`src/rtl/iir_biquad_mc.sv`:
```
`default_nettype none
// ============================================================================
// Module   : iir_biquad_mc
// Purpose  : Multi-channel 2nd-order IIR (biquad). A single shared multiplier
//            steps through every channel once per sample tick, with rounding,
//            saturation and a bypass mode.
// Revision : 1.0 - initial release
// ============================================================================
module iir_biquad_mc #(
    parameter int CHANNELS    = 2,
    parameter int DATA_WIDTH  = 16,
    parameter int COEFF_WIDTH = 18,
    parameter int COEFF_SCALE = 14,
    parameter int COUNT_BITS  = 10
) (
    input  logic                              clk,
    input  logic                              reset_n,
    input  logic [COUNT_BITS-1:0]             div,
    input  logic signed [COEFF_WIDTH-1:0]     A2,
    input  logic signed [COEFF_WIDTH-1:0]     A3,
    input  logic signed [COEFF_WIDTH-1:0]     B1,
    input  logic signed [COEFF_WIDTH-1:0]     B2,
    input  logic signed [COEFF_WIDTH-1:0]     B3,
    input  logic                              bypass,
    input  logic [CHANNELS*DATA_WIDTH-1:0]    in,
    output logic [CHANNELS*DATA_WIDTH-1:0]    out,
    output logic                              out_stb,
    output logic                              busy,
    output logic                              overrun
);

    localparam int ACC_W  = DATA_WIDTH + COEFF_WIDTH + 3;
    localparam int PROD_W = DATA_WIDTH + COEFF_WIDTH;
    localparam int CH_W   = (CHANNELS > 1) ? $clog2(CHANNELS) : 1;

    localparam logic signed [ACC_W-1:0] c_ROUND   = ACC_W'(1) << (COEFF_SCALE - 1);
    localparam logic signed [ACC_W-1:0] c_SAT_MAX =
        {{(ACC_W-DATA_WIDTH+1){1'b0}}, {(DATA_WIDTH-1){1'b1}}};
    localparam logic signed [ACC_W-1:0] c_SAT_MIN =
        {{(ACC_W-DATA_WIDTH+1){1'b1}}, {(DATA_WIDTH-1){1'b0}}};

    typedef enum logic [1:0] {
        S_IDLE  = 2'd0,
        S_MAC   = 2'd1,
        S_WRITE = 2'd2
    } state_t;

    state_t                        r_state;
    logic [COUNT_BITS-1:0]         r_count;
    logic [CH_W-1:0]               r_ch;
    logic [2:0]                    r_step;
    logic signed [ACC_W-1:0]       r_acc;
    logic signed [DATA_WIDTH-1:0]  r_in_lat [CHANNELS];
    logic signed [DATA_WIDTH-1:0]  r_x1     [CHANNELS];
    logic signed [DATA_WIDTH-1:0]  r_x2     [CHANNELS];
    logic signed [DATA_WIDTH-1:0]  r_y1     [CHANNELS];
    logic signed [DATA_WIDTH-1:0]  r_y2     [CHANNELS];
    logic signed [DATA_WIDTH-1:0]  r_stage  [CHANNELS];

    logic                          w_tick;
    logic signed [COEFF_WIDTH-1:0] w_coef;
    logic signed [DATA_WIDTH-1:0]  w_opnd;
    logic                          w_sub;
    logic signed [PROD_W-1:0]      w_prod;
    logic signed [ACC_W-1:0]       w_prod_ext;
    logic signed [ACC_W-1:0]       w_shift;
    logic signed [DATA_WIDTH-1:0]  w_res;

    assign w_tick = (div != '0) && (r_count == div - COUNT_BITS'(1));

    always_ff @(posedge clk or negedge reset_n) begin
        if (!reset_n) begin
            r_count <= '0;
        end else if (div == '0 || w_tick) begin
            r_count <= '0;
        end else begin
            r_count <= r_count + COUNT_BITS'(1);
        end
    end

    // Operand select for the single shared multiplier, one term per MAC step
    always_comb begin
        w_coef = B1;
        w_opnd = r_in_lat[r_ch];
        w_sub  = 1'b0;
        case (r_step)
            3'd0: begin w_coef = B1; w_opnd = r_in_lat[r_ch]; end
            3'd1: begin w_coef = B2; w_opnd = r_x1[r_ch]; end
            3'd2: begin w_coef = B3; w_opnd = r_x2[r_ch]; end
            3'd3: begin w_coef = A2; w_opnd = r_y1[r_ch]; w_sub = 1'b1; end
            default: begin w_coef = A3; w_opnd = r_y2[r_ch]; w_sub = 1'b1; end
        endcase
    end

    assign w_prod     = w_coef * w_opnd;
    assign w_prod_ext = {{(ACC_W-PROD_W){w_prod[PROD_W-1]}}, w_prod};

    always_comb begin
        w_shift = r_acc >>> COEFF_SCALE;
        if (bypass) begin
            w_res = r_in_lat[r_ch];
        end else if (w_shift > c_SAT_MAX) begin
            w_res = c_SAT_MAX[DATA_WIDTH-1:0];
        end else if (w_shift < c_SAT_MIN) begin
            w_res = c_SAT_MIN[DATA_WIDTH-1:0];
        end else begin
            w_res = w_shift[DATA_WIDTH-1:0];
        end
    end

    always_ff @(posedge clk or negedge reset_n) begin
        if (!reset_n) begin
            r_state <= S_IDLE;
            r_ch    <= '0;
            r_step  <= '0;
            r_acc   <= '0;
            out     <= '0;
            out_stb <= 1'b0;
            busy    <= 1'b0;
            overrun <= 1'b0;
            for (int k = 0; k < CHANNELS; k++) begin
                r_in_lat[k] <= '0;
                r_x1[k]     <= '0;
                r_x2[k]     <= '0;
                r_y1[k]     <= '0;
                r_y2[k]     <= '0;
                r_stage[k]  <= '0;
            end
        end else begin
            out_stb <= 1'b0;
            // A tick that lands mid-sequence is dropped; the divider has already restarted
            overrun <= w_tick && (r_state != S_IDLE);
            case (r_state)
                S_IDLE: begin
                    if (w_tick) begin
                        for (int k = 0; k < CHANNELS; k++) begin
                            r_in_lat[k] <= in[k*DATA_WIDTH +: DATA_WIDTH];
                        end
                        r_ch    <= '0;
                        r_step  <= '0;
                        r_acc   <= c_ROUND;
                        busy    <= 1'b1;
                        r_state <= S_MAC;
                    end
                end
                S_MAC: begin
                    r_acc <= w_sub ? (r_acc - w_prod_ext) : (r_acc + w_prod_ext);
                    if (r_step == 3'd4) begin
                        r_step  <= '0;
                        r_state <= S_WRITE;
                    end else begin
                        r_step <= r_step + 3'd1;
                    end
                end
                S_WRITE: begin
                    r_x2[r_ch]    <= r_x1[r_ch];
                    r_x1[r_ch]    <= r_in_lat[r_ch];
                    r_y2[r_ch]    <= r_y1[r_ch];
                    r_y1[r_ch]    <= w_res;
                    r_stage[r_ch] <= w_res;
                    r_acc         <= c_ROUND;
                    if (int'(r_ch) == CHANNELS - 1) begin
                        for (int k = 0; k < CHANNELS; k++) begin
                            out[k*DATA_WIDTH +: DATA_WIDTH] <= (k == int'(r_ch)) ? w_res : r_stage[k];
                        end
                        out_stb <= 1'b1;
                        busy    <= 1'b0;
                        r_ch    <= '0;
                        r_state <= S_IDLE;
                    end else begin
                        r_ch    <= CH_W'(int'(r_ch) + 1);
                        r_state <= S_MAC;
                    end
                end
                default: r_state <= S_IDLE;
            endcase
        end
    end

endmodule
`default_nettype wire

```
`config.mk`:
```
export PLATFORM = sky130hd
export DESIGN_NAME = iir_biquad_mc
export DESIGN_NICKNAME = d
export VERILOG_FILES = /design/src/rtl/iir_biquad_mc.sv
export SDC_FILE = /design/constraint.sdc
export NUM_CORES = 1
export LEC_CHECK = 0
export BUFFER_PORTS_ARGS = -buffer_cell sky130_fd_sc_hd__buf_2
export CORE_MARGIN = 4
export CORE_UTILIZATION = 30
export CTS_CLUSTER_DIAMETER = 200
export DETAILED_ROUTE_END_ITERATION = 8
export SYNTH_ARGS = -nofsm -noshare
export SYNTH_HDL_FRONTEND = slang
export SYNTH_SLANG_ARGS = --single-unit
```
`constraint.sdc`:
```
create_clock -name clk -period 12.69 [get_ports clk]
set_clock_uncertainty 0.05 [all_clocks]
set_input_delay 2.538 -clock clk [delete_from_list [all_inputs] [get_ports clk]]
set_output_delay 2.538 -clock clk [all_outputs]
set_load 0.02 [all_outputs]
```
; Yosys cells after proc, flatten, opt, wreduce, memory -nomap -nowiden
; Cells that the tools add are included.
[op_classes]
addsub = 6
mul = 1
n_lt_le_gt_ge = 4
n_eq_ne = 10
mux = 46
bitwise = 1
reduce_logical = 20
[ops]
columns = operator, count
row1 = two-way mux 16 bit, 19
row2 = bitwise mux 32 bit, 5
row3 = case mux 37 bit (3 select lines), 1
row4 = two-way mux 37 bit, 2
row5 = case mux 18 bit (4 select lines), 1
row6 = case mux 16 bit (4 select lines), 1
row7 = adder 37 x 34 -> 37 bit, 1
row8 = subtractor 37 x 34 -> 37 bit, 1
row9 = multiplier 18 x 16 -> 34 bit, 1
row10 = greater-than comparator 23 x 16 -> 1 bit (second input constant), 1
row11 = less-than comparator 23 x 16 -> 1 bit (second input constant), 1
row12 = demux 16 bit (select 1 bit), 1
row13 = AND reduction 2 bit, 6
row14 = adder 10 x 1 -> 10 bit (second input constant), 1
row15 = == test 10 bit, 1
row16 = zero test 10 bit, 1
row17 = two-way mux 10 bit, 1
row18 = nonzero test 10 bit, 1
row19 = subtractor 10 x 1 -> 10 bit (second input constant), 1
row20 = two-way mux 1 bit, 7
row21 = == test 3 x 2 -> 1 bit (second input constant), 2
row22 = two-way mux 3 bit, 2
row23 = inequality test 2 bit (second input constant), 3
row24 = case mux 2 bit (3 select lines), 1
row25 = other kinds (20), 26
[word_totals]
regBits = 280
inputBits = 135
out_inout_bits = 35
wordCells = 109

; Longest topological paths before layout
; Gate-level depths: netlist (run 1).
[depth]
word_depth = 9
depth_mapped = 49
ltp_nobuf = 43

; Worst setup path after synthesis (run 1)
; No wires, ideal clock.
[synth_path]
path_kind = input port to flip-flop
startpoint = input A2[1]
endpoint = register r_acc[36]
arrival_time_ns = 11.515
path_slack_ns = 1.036
stages = 40
path_buffers = 2
path_cell_list = a22oi_1 -> nand2_1 -> mux2i_1 -> inv_1 -> nand2b_1 -> fa_1 -> fa_1 -> inv_1 -> fa_1 -> fa_1 -> fa_1 -> inv_1 -> fa_1 -> inv_1 -> ha_1 -> clkbuf_1 -> a21oi_1 -> nand2_1 -> (+4 left out) -> nor4_2 -> and2b_1 -> and2_1 -> buf_6 -> a21oi_1 -> xnor2_1 -> ha_1 -> a21o_1 -> a211oi_1 -> o21ai_0 -> o21a_1 -> o22ai_1 -> a21oi_1 -> a311o_1 -> or4_1 -> mux2i_1 -> a211oi_1 -> a41oi_1
[synth_via]
elab_chain_cells = 5
word_cells_on_any_way = 6
cone_classes = add/sub: 2 / mul: 1 / mux: 3
[synth_lines]
columns = item, line
row1 = start: declaration, 19  ; input logic signed [COEFF_WIDTH-1:0] A2,
row2 = case mux 18 bit (4 select lines) (*), 86  ; case (r_step)
row3 = multiplier 18 x 16 -> 34 bit (*), 95  ; assign w_prod = w_coef * w_opnd;
row4 = subtractor 37 x 34 -> 37 bit / adder 37 x 34 -> 37 bit (equally long branches), 147  ; r_acc <= w_sub ? (r_acc - w_prod_ext) : (r_acc + w_prod_ext);
row5 = two-way mux 37 bit (*), 147
row6 = case mux 37 bit (3 select lines) (*), 133  ; case (r_state)
row7 = end signal: assignment, 141  ; r_acc <= c_ROUND;
row8 = end signal: assignment, 147
row9 = end signal: assignment, 161  ; r_acc <= c_ROUND;
row10 = end: declaration, 52  ; logic signed [ACC_W-1:0] r_acc;
; Mark *: on every way between the ends. The rest lies on a longest branch, timed or not.
; A chain may end at the register's enable or synchronous reset.

; Worst setup path after layout (run 1)
[layout_path]
startpoint = input B2[0]
endpoint = register r_acc[36]
[layout_via]
elab_chain_cells = 5
word_cells_on_any_way = 6
cone_classes = add/sub: 2 / mul: 1 / mux: 3
[layout_lines]
columns = item, line
row1 = start: declaration, 22  ; input logic signed [COEFF_WIDTH-1:0] B2,
row2 = case mux 18 bit (4 select lines) (*), 86
row3 = multiplier 18 x 16 -> 34 bit (*), 95
row4 = subtractor 37 x 34 -> 37 bit / adder 37 x 34 -> 37 bit (equally long branches), 147
row5 = two-way mux 37 bit (*), 147
row6 = case mux 37 bit (3 select lines) (*), 133
; Marked as above.

==> summary.txt, run 1 <==
Status
  – Status: completed

Clock network
  – CTS clk-pin slew, worst paths: 60 ps
  – CTS tree: yes
  – Post-CTS Resized: 0
  – # H-tree levels: 1
  – Longest Clk Path Bufs: 3
  – Hold-fix buffers, CTS: 0
  – Clock Sinks: 232
  – Total setup buffers inserted after CTS: 0
  – CTS root buffer: clkbuf_16
  – Num CTS Buffers: 28
  – Clk_lat worst skew: 560 ps

Timing
  – Sum Neg Setup Slack: 0 ps
  – Crit path time final: 11,940 ps
  – Max Fclk: 83.76 MHz
  – Worst-Margin Slew: 1180 ps
  – Worst slew margin: 20.68%
  – Setup-failing EPs final: 0
  – RSZ-0062 raised after global routing: no
  – Hold Fails Final Rpt: 0
  – Slew Limit Fails: 0
  – Tcrit/Tclk final: 94.08%

Route
  – Detailed Route Iter0 Violations: 1,223
  – Vias per inst: 4.978
  – Avg WL per Cell: 17.95 um
  – Post-Route WL: 71.03 mm
  – DRT Pass-1 Iters: 5
  – Via count: 19,690
  – Detail Route Antenna Nets: 0
  – DRC: 0

Setup path
  – Worst R2R Start: r_step[2]
  – Slowest CP cell: fa_1
  – Crit-path max cell delay: between 500 and 600 ps
  – Worst EP required: 13,110 ps
  – Startpoint Class: input pin
  – CP Capture Type: flip-flop
  – CP arrival: 12,360 ps
  – Worst-path fanout max: 11
  – Critical path type: in2reg
  – Critical path startpoint: B2[0]
  – Critical Path Most Common Cell: fa_1

Place
  – GP Congestion: 0.8562
  – Port Buffer Count: 169
  – Detailed Place HPWL: ~56 mm
  – Placed inst area: 27,050 um2

Final layout
  – Share of layout cells above drive strength 1: 15.66%
  – ANT cells: 0
  – Post-route design area: 28,060 um2
  – Nets: 3,422
  – Layout area overhead: 13.45%

Worst hold path
  – Hold Crit Start: r_x2[31]
  – Worst Hold Class: reg2reg

Global routing
  – GR Util All Layers: 16.39%
  – Antenna violations before repair: 3
  – First-pass GRT wire length: 114.7 mm
  – Largest net degree at the start of global routing: 93
  – Vias in the first global route: 20,310
  – Congestion Overflow GR: 0

Synthesis
  – Post-synth EDFFs: 0
  – Netlist Area Pre-Place: 24,740 um2
  – Yosys warns: 0
  – Main synth FF type: dfrtp_1
  – Seq/Total Area, Yosys: roughly a quarter
  – Mapped Cells: 2,713
  – #FFs+latches synth: 232
  – Async set-reset flop share out of synthesis: 100.0%
  – Syn nets: 3,270
  – Library cells used by synthesis: 87
  – Synthesized area per cell: 9.118 um2

Floorplanning
  – Core Area: 81,850 um2
  – Number of top-level pins: 170
  – # rows: 105
  – Die W: about 300 um
  – Full die area: 87,110 um2
  – Die height: 295.2 um
  – Initial core utilization: a little under a third

Run
  – Max-Cap Viols: 0
==> flip-flops by register name (all words and copies together) (netlist names), 3 cells and up <==
signal    flops
r_acc        37
out          32
r_in_lat     32
r_x1         32
r_x2         32
r_y2         32
r_y1         16
r_count      10
r_step        3
==> worst max-delay path, delay by kind of cell <==
kind	cells	cell delay, ps
AND/OR/NAND/NOR	11	2410
XOR/XNOR	1	150
buffers and inverters	5	670
multiplexers	1	130
AO/OA/AOI/OAI	13	2770
adder cells (fa/ha/maj)	8	3640
==> synthesized netlist by cell type, drive strengths merged (30+ instances only) <==
cell / n / area, um2
o21ai: 127 / 646.9
a22oi: 38 / 285.3
mux2: 116 / 1306
xor2: 48 / 420.4
fa: 291 / 5826
a221oi: 31 / 271.5
clkbuf: 91 / 341.6
dfrtp: 232 / 5806
inv: 367 / 1378
ha: 131 / 1639
nand2: 382 / 1434
a21oi: 83 / 419.2
mux2i: 62 / 620.6
nor2: 254 / 953.4
xnor2: 62 / 543.0
nand2b: 39 / 244.0
nand3: 30 / 155.1
==> kinds of logic after synthesis <==
group / Yosys count / synth area share (%)
AO/OA/AOI/OAI: 460 / 12.55
buffers and inverters: 478 / 7.350
adder cells (fa/ha/maj): 422 / 30.18
multiplexers: 178 / 7.790
flip-flops: 232 / 23.47
AND/OR/NAND/NOR: 833 / 14.76
XOR/XNOR: 110 / 3.895
==> routing by layer <==
layer  up-vias  share of wire, %  global-route usage, %
li1       9237                 -                      -
met1      9777                45                  22.74
met2       590                46                  26.94
met3        89               7.0                  3.087
met4         0               1.9                  3.274
met5         -                 0                      0
==> placed cells by master, fill, tap and decap left out, types with 64 or more instances in the layout <==
cell type  count
nand2_1      380
inv_1        367
fa_1         291
nor2_1       254
dfrtp_1      231
buf_2        168
ha_1         130
o21ai_0      119
mux2_2       116
a21oi_1       82
buf_4         64
==> per-stage QoR <==
stage               cells  utilization [%]  worst slack, ps  hold WS, ps
finish               3956            34.29            751.8        424.0
global route         3956            34.29            77.96        444.7
CTS                  3956            34.28            829.8        425.9
detailed placement   3905            33.04            276.7        411.7
global placement     3905            33.04            432.6        407.1
floorplan            2713                -             1036        395.1
==> worst paths after layout <==
path | end | slack, ps | cells after the start
setup / recovery | r_acc[36] | 750 | 39
hold / removal | r_x2[31] | 420 | 2
setup reg to reg | r_acc[36] | 920 | 37
hold reg to reg | r_x2[31] | 420 | 2
max in group asynchronous | out[1] | 9110 | 2
min in group asynchronous | r_count[0] | 1920 | 1
==> layout make-up <==
cell class                      count  area (um2)
Sequential cell                   232        5809
Fill cell                        8371       53780
Tap cell                         1070        1339
Timing Repair Buffer              233        1336
Multi-Input combinational cell   2003       17190
Clock inverter                     13       202.7
Inverter                          367        1378
Clock buffer                       38       809.5
Power of run 1 is left out: the tool's default activity adds up to more than one toggle a clock period on the data nets, which glitch-free logic cannot reach.
==> inputs of run 2 (changes only) <==
Clock period 12.69 ns to 9.8 ns, I/O delays scaled along.
==> summary.txt, run 2 (synthesized netlist as in run 1, its figures left out) <==
Clock network
  – Clock Sinks: 232 (unchanged)
  – Longest Clk Path Bufs: 3 (unchanged)
  – Hold-fix buffers, CTS: 0 (unchanged)
  – CTS root buffer: clkbuf_16
  – Clk_lat worst skew: 570 ps (about the same)
  – CTS tree: yes
  – CTS clk-pin slew, worst paths: 50 ps (about the same)
  – Num CTS Buffers: 28 (unchanged)
  – # H-tree levels: 1 (unchanged)

Timing
  – Slew Limit Fails: 0 (unchanged)
  – Worst slew margin: 30.29% (+9.6 points)
  – Setup-failing EPs final: 10 (+10)
  – Hold slack: 426.4 ps (+2.403 ps)
  – Max Fclk: 98.71 MHz
  – Tcrit/Tclk final: 103.4%
  – Worst-Margin Slew: 1046 ps (-134.1 ps)
  – Hold Fails Final Rpt: 0 (unchanged)
  – Crit path time final: about 10,000 ps
  – RSZ-0062 raised after global routing: yes
  – Setup slack after layout: -330.8 ps (-1083 ps)
  – Sum Neg Setup Slack: -1670 ps (-1670 ps)

Global routing
  – First-pass GRT wire length: 121.6 mm (+6.1%)
  – GR Util All Layers: 17.37% (+0.99 points)
  – Antenna violations before repair: 2 (-1)
  – Largest net degree at the start of global routing: 99 (+6.5%)
  – Vias in the first global route: 22,460 (+11%)
  – Congestion Overflow GR: 0 (unchanged)

Setup path
  – Critical Path Most Common Cell: fa_1
  – Critical path type: in2reg
  – Worst r2r path cells: 47 (+27%)
  – Worst path bufs/invs: 10 (+5)
  – Slowest CP cell: fa_2
  – Crit-path max cell delay: 570 ps (about the same)
  – Reg-to-Reg End: r_acc[36]
  – Startpoint Class: input pin
  – CP Capture Type: flip-flop
  – CP delay by family, top: adder cells
  – Worst EP required: 10,230 ps (-2880 ps)
  – Worst-path fanout max: 6 (-5)
  – Worst R2R Start: r_step[0]
  – R2r setup slk: -270 ps (-1190 ps)
  – CP arrival: 10,560 ps (-1800 ps)

Floorplanning
  – # rows: 105 (unchanged)
  – Full die area: 87,110 um2 (unchanged)
  – Number of top-level pins: 170 (unchanged)
  – Initial core utilization: 30.22% (unchanged)
  – Die W: 295.2 um (unchanged)
  – Core Area: 81,850 um2 (unchanged)
  – Die height: 295.2 um (unchanged)

Final layout
  – Share of layout cells above drive strength 1: 34.36% (+19 points)
  – Finished Layout Cells: 4,458 (+13%)
  – Most frequent cells in the layout: buf_4 (501), nand2_1 (371), inv_1 (346), fa_1 (280), nor2_1 (234)
  – Max reg flops: 37 (unchanged)
  – Largest Register: r_acc
  – Register area: 5809 um2 (unchanged)
  – Area occupied by multi-input gates: 18,390 um2 (+7.0%)
  – Commonest non-fill, non-tap cell in the layout: buf_4
  – Layout area overhead: 35.76%
  – ANT cells: 0 (unchanged)
  – Number of fill cells: 7,940 (-5.1%)
  – Nets: 3,923 (+15%)

Place
  – Placed cells: 4,303 (+10%)
  – GP Congestion: 0.8760 (+2.3%)
  – Port Buffer Count: 169 (unchanged)
  – Detailed Place HPWL: 59.22 mm (+5.5%)

Worst hold path
  – Hold path endpoint: r_y2[31]
  – Hold Crit Start: r_y2[31]
  – Worst Hold Class: reg2reg
  – Worst Hold Depth: 2 (unchanged)

Route
  – Via count: 21,500 (+9.2%)
  – Detail Route Antenna Nets: 0 (unchanged)
  – DRC: 0 (unchanged)
  – Detailed Route Iter0 Violations: 1,390 (+14%)
  – Post-Route WL: 75.78 mm (+6.7%)
  – Vias per inst: 4.823 (-3.1%)
  – DRT Pass-1 Iters: 5 (unchanged)
  – Avg WL per Cell: 17.00 um (-5.3%)

Run
  – Max-Cap Viols: 0 (unchanged)

Status
  – Status: finished with violations
  – Failing checks: setup timing
run 2: cell types whose count changed in the layout (fill, tap and decap cells not counted), moves of 22 or more:
cell     change
buf_4      +437
buf_6       +34
buf_12      +29
a21oi_1     -26
ha_1        -22
o21ai_0     -22
run 2: worst max-delay path by stage:
stage	start	endpoint	slack, ps	depth (start not counted)
final	A2[10]	r_acc[36]	-330	43
after floorplan	A2[17]	r_acc[36]	-640	36
after global placement	B2[0]	r_acc[36]	-1350	37
after CTS	B1[7]	r_acc[36]	-290	40
after detailed placement	B2[0]	r_acc[36]	-1420	41
after global routing	B1[0]	r_acc[36]	-840	40
run 2: tightest hold or removal path, delay by kind of cell, from the launching register on:
kind / cells / cell delay, ps
and+or+nand+nor: 2 / 110
DFF: 1 / 340
run 2: layer usage:
metal	up-vias	share of wire [%]	global-route usage, %	wire, um
met3	102	6.0	3.238	4532
li1	10240	-	-	-
met1	10650	44	23.27	33240
met4	4	3.2	4.775	2390
met5	-	0.034	0	26
met2	504	47	28.97	35600
run 2: layout make-up:
class / instances / share of cell area, %
clock inverters: 14 / 0.6073
multi-input cells: 2003 / 54.76
inverters: 367 / 4.113
repair buffers: 734 / 16.80
well taps: 1070 / 3.987
flip-flops and latches: 232 / 17.30
clock buffers: 38 / 2.437
run 2: metrics by stage:
stage                     cell area (um2)  worst slack (ps)  utilization [%]
final                               33580            -330.8            41.03
after global routing                33580            -836.3            41.03
after CTS                           32890            -293.7            40.18
after detailed placement            30620             -1415            37.41
after global placement              30620             -1351            37.41
after floorplan                     25140            -644.0                -
run 2: timing repair:
item	in CTS	in global routing
pin swaps	119	77
cloned	2	0
resized for setup	135	108
setup buffers	69	35
setup endpoints to repair	18	23
Power of run 2 is left out for the same reason.
==> inputs of run 3 (changes only) <==
--- a/config.mk
+++ b/config.mk
@@ -8,3 +8,3 @@
 export BUFFER_PORTS_ARGS = -buffer_cell sky130_fd_sc_hd__buf_2
-export CORE_MARGIN = 4
+export CORE_MARGIN = 2
 export CORE_UTILIZATION = 30
==> constraint.sdc (replaced) <==
create_clock -name clk -period 9.8 [get_ports clk]
set_clock_uncertainty 0.05 [all_clocks]
set_input_delay 0.98 -clock clk [delete_from_list [all_inputs] [get_ports clk]]
set_output_delay 0.98 -clock clk [all_outputs]
set_load 0.02 [all_outputs]
==> summary.txt, run 3 (synthesized netlist as in run 1, its figures left out) <==
Final layout
  – Finished Layout Cells: 4,381 (-1.7%)
  – Share of layout cells above drive strength 1: 32.53% (-1.8 points)
  – Largest Register: r_acc
  – Most frequent cells in the layout: buf_4 (447), nand2_1 (371), inv_1 (349), fa_1 (283), nor2_1 (244)
  – ANT cells: 0 (unchanged)
  – Number of fill cells: 7,997 (+0.72%)
  – Commonest non-fill, non-tap cell in the layout: buf_4
  – Layout area overhead: 32.99%
  – Nets: 3,853 (-1.8%)
  – Max reg flops: 37 (unchanged)

Clock network
  – Num CTS Buffers: 25 (-11%)
  – Hold-fix buffers, CTS: 0 (unchanged)
  – Clock Sinks: 232 (unchanged)
  – Longest Clk Path Bufs: 3 (unchanged)
  – CTS root buffer: clkbuf_16
  – Clk_lat worst skew: 540 ps (-30 ps)
  – CTS clk-pin slew, worst paths: 60 ps (about the same)
  – # H-tree levels: 1 (unchanged)
  – CTS tree: yes

Worst hold path
  – Worst Hold Class: in2async

Setup path
  – Reg-to-Reg End: r_acc[36]
  – Critical path type: reg2reg
  – Slowest CP cell: fa_1
  – Worst-path fanout max: 5 (-1)
  – Crit-path max cell delay: 610 ps (+40 ps)
  – Worst R2R Start: r_step[0]
  – Worst r2r path cells: 45 (-4.3%)
  – CP Capture Type: flip-flop
  – Startpoint Class: flip-flop
  – Worst EP required: 10,200 ps (-30 ps)
  – R2r setup slk: -330 ps (-60 ps)
  – CP arrival: 10,530 ps (-30 ps)

Floorplanning
  – Initial core utilization: 30.22% (unchanged)
  – Core Area: 81,850 um2 (unchanged)
  – # rows: 105 (unchanged)
  – Die height: 291.2 um (-1.4%)
  – Die W: 291.2 um (-1.4%)
  – Number of top-level pins: 170 (unchanged)
  – Full die area: 84,770 um2 (-2.7%)

Timing
  – Max Fclk: 98.73 MHz (about the same)
  – Setup-failing EPs final: 4 (-6)
  – Hold slack: 351.9 ps (-74.55 ps)
  – Worst-Margin Slew: 1132 ps (+86.10 ps)
  – Worst slew margin: 23.91% (-6.4 points)
  – Tcrit/Tclk final: 103.4% (about the same)
  – Setup slack after layout: -328.7 ps (+2.068 ps)
  – Slew Limit Fails: 0 (unchanged)
  – Hold Fails Final Rpt: 0 (unchanged)
  – Crit path time final: 10,130 ps (-2.068 ps)
  – RSZ-0062 raised after global routing: yes

Place
  – Port Buffer Count: 169 (unchanged)
  – GP Congestion: 0.8994 (+2.7%)
  – Placed cells: 4,268 (-0.81%)
  – Detailed Place HPWL: 61.26 mm (+3.4%)

Route
  – DRC: 0 (unchanged)
  – Via count: 21,360 (-0.67%)
  – Detail Route Antenna Nets: 0 (unchanged)
  – Avg WL per Cell: 17.59 um (+3.5%)
  – DRT Pass-1 Iters: 5 (unchanged)
  – Post-Route WL: 77.08 mm (+1.7%)
  – Vias per inst: 4.875 (+1.1%)
  – Detailed Route Iter0 Violations: 1,225 (-12%)

Global routing
  – Antenna violations before repair: 3 (+1)
  – Vias in the first global route: 21,820 (-2.9%)
  – First-pass GRT wire length: 121.8 mm (+0.11%)
  – Congestion Overflow GR: 0 (unchanged)
  – GR Util All Layers: 17.92% (+0.55 points)
  – Largest net degree at the start of global routing: 85 (-14%)

Run
  – Max-Cap Viols: 0 (unchanged)

Status
  – Failing checks: setup timing
  – Status: finished with violations
## run 3: worst max-delay path: cells and delay by family, from the launching register on
| family | cells | cell delay, ps |
|---|---|---|
| AO/OA/AOI/OAI | 11 | 1560 |
| XOR/XNOR | 2 | 320 |
| adder cells (fa/ha/maj) | 9 | 4040 |
| buffers and inverters | 10 | 1000 |
| flip-flops | 1 | 440 |
| multiplexers | 2 | 390 |
| AND/OR/NAND/NOR | 11 | 2250 |
## run 3: timing repair
action / in CTS / in global routing
gates resized for setup: 95 / 171
gates cloned: 0 / 4
endpoints found under the setup margin: 16 / 18
hold endpoints to repair: 0 / 0
pin swaps: 64 / 93
buffers inserted: 27 / 43
## run 3: worst max path at each step
stage	to	cells after the start	startpoint	slack [ps]
global placement	r_acc[36]	41	r_step[1]	-610
floorplan	r_acc[36]	45	r_step[2]	-110
finish	r_acc[36]	45	r_step[0]	-330
detailed placement	r_acc[36]	39	r_step[1]	-770
CTS	r_acc[36]	44	r_step[1]	-270
global route	r_acc[36]	47	r_step[0]	-710
## run 3: per-layer routing
metal / up-vias / share of wire (%) / track usage (%)
met2: 522 / 48 / 30.29
met1: 10640 / 44 / 24.07
li1: 10080 / - / -
met3: 106 / 5.6 / 2.726
met5: - / 0.035 / 0
met4: 4 / 2.8 / 4.208
## run 3: metrics by stage
step           TNS [ps]  area [um2]  utilization [%]  setup WS [ps]
6_report         -669.8       32900            40.19         -328.7
5_1_grt           -4024       32900            40.19         -707.1
4_1_cts          -596.5       31730            38.77         -274.8
3_5_place_dp      -6164       30280            36.99         -769.8
3_3_place_gp      -4395       30280            36.99         -605.3
2_1_floorplan    -106.6       25270                -         -106.6
## run 3: area by class of cell
type | count | area, um2 | area share (%)
well taps | 1070 | 1339 | 4.070
clock inverters | 10 | 135.1 | 0.4108
repair buffers | 667 | 5039 | 15.32
clock buffers | 32 | 691.9 | 2.103
inverters | 367 | 1385 | 4.210
flip-flops and latches | 232 | 5813 | 17.67
multi-input cells | 2003 | 18500 | 56.22
Power of run 3 is left out for the same reason.
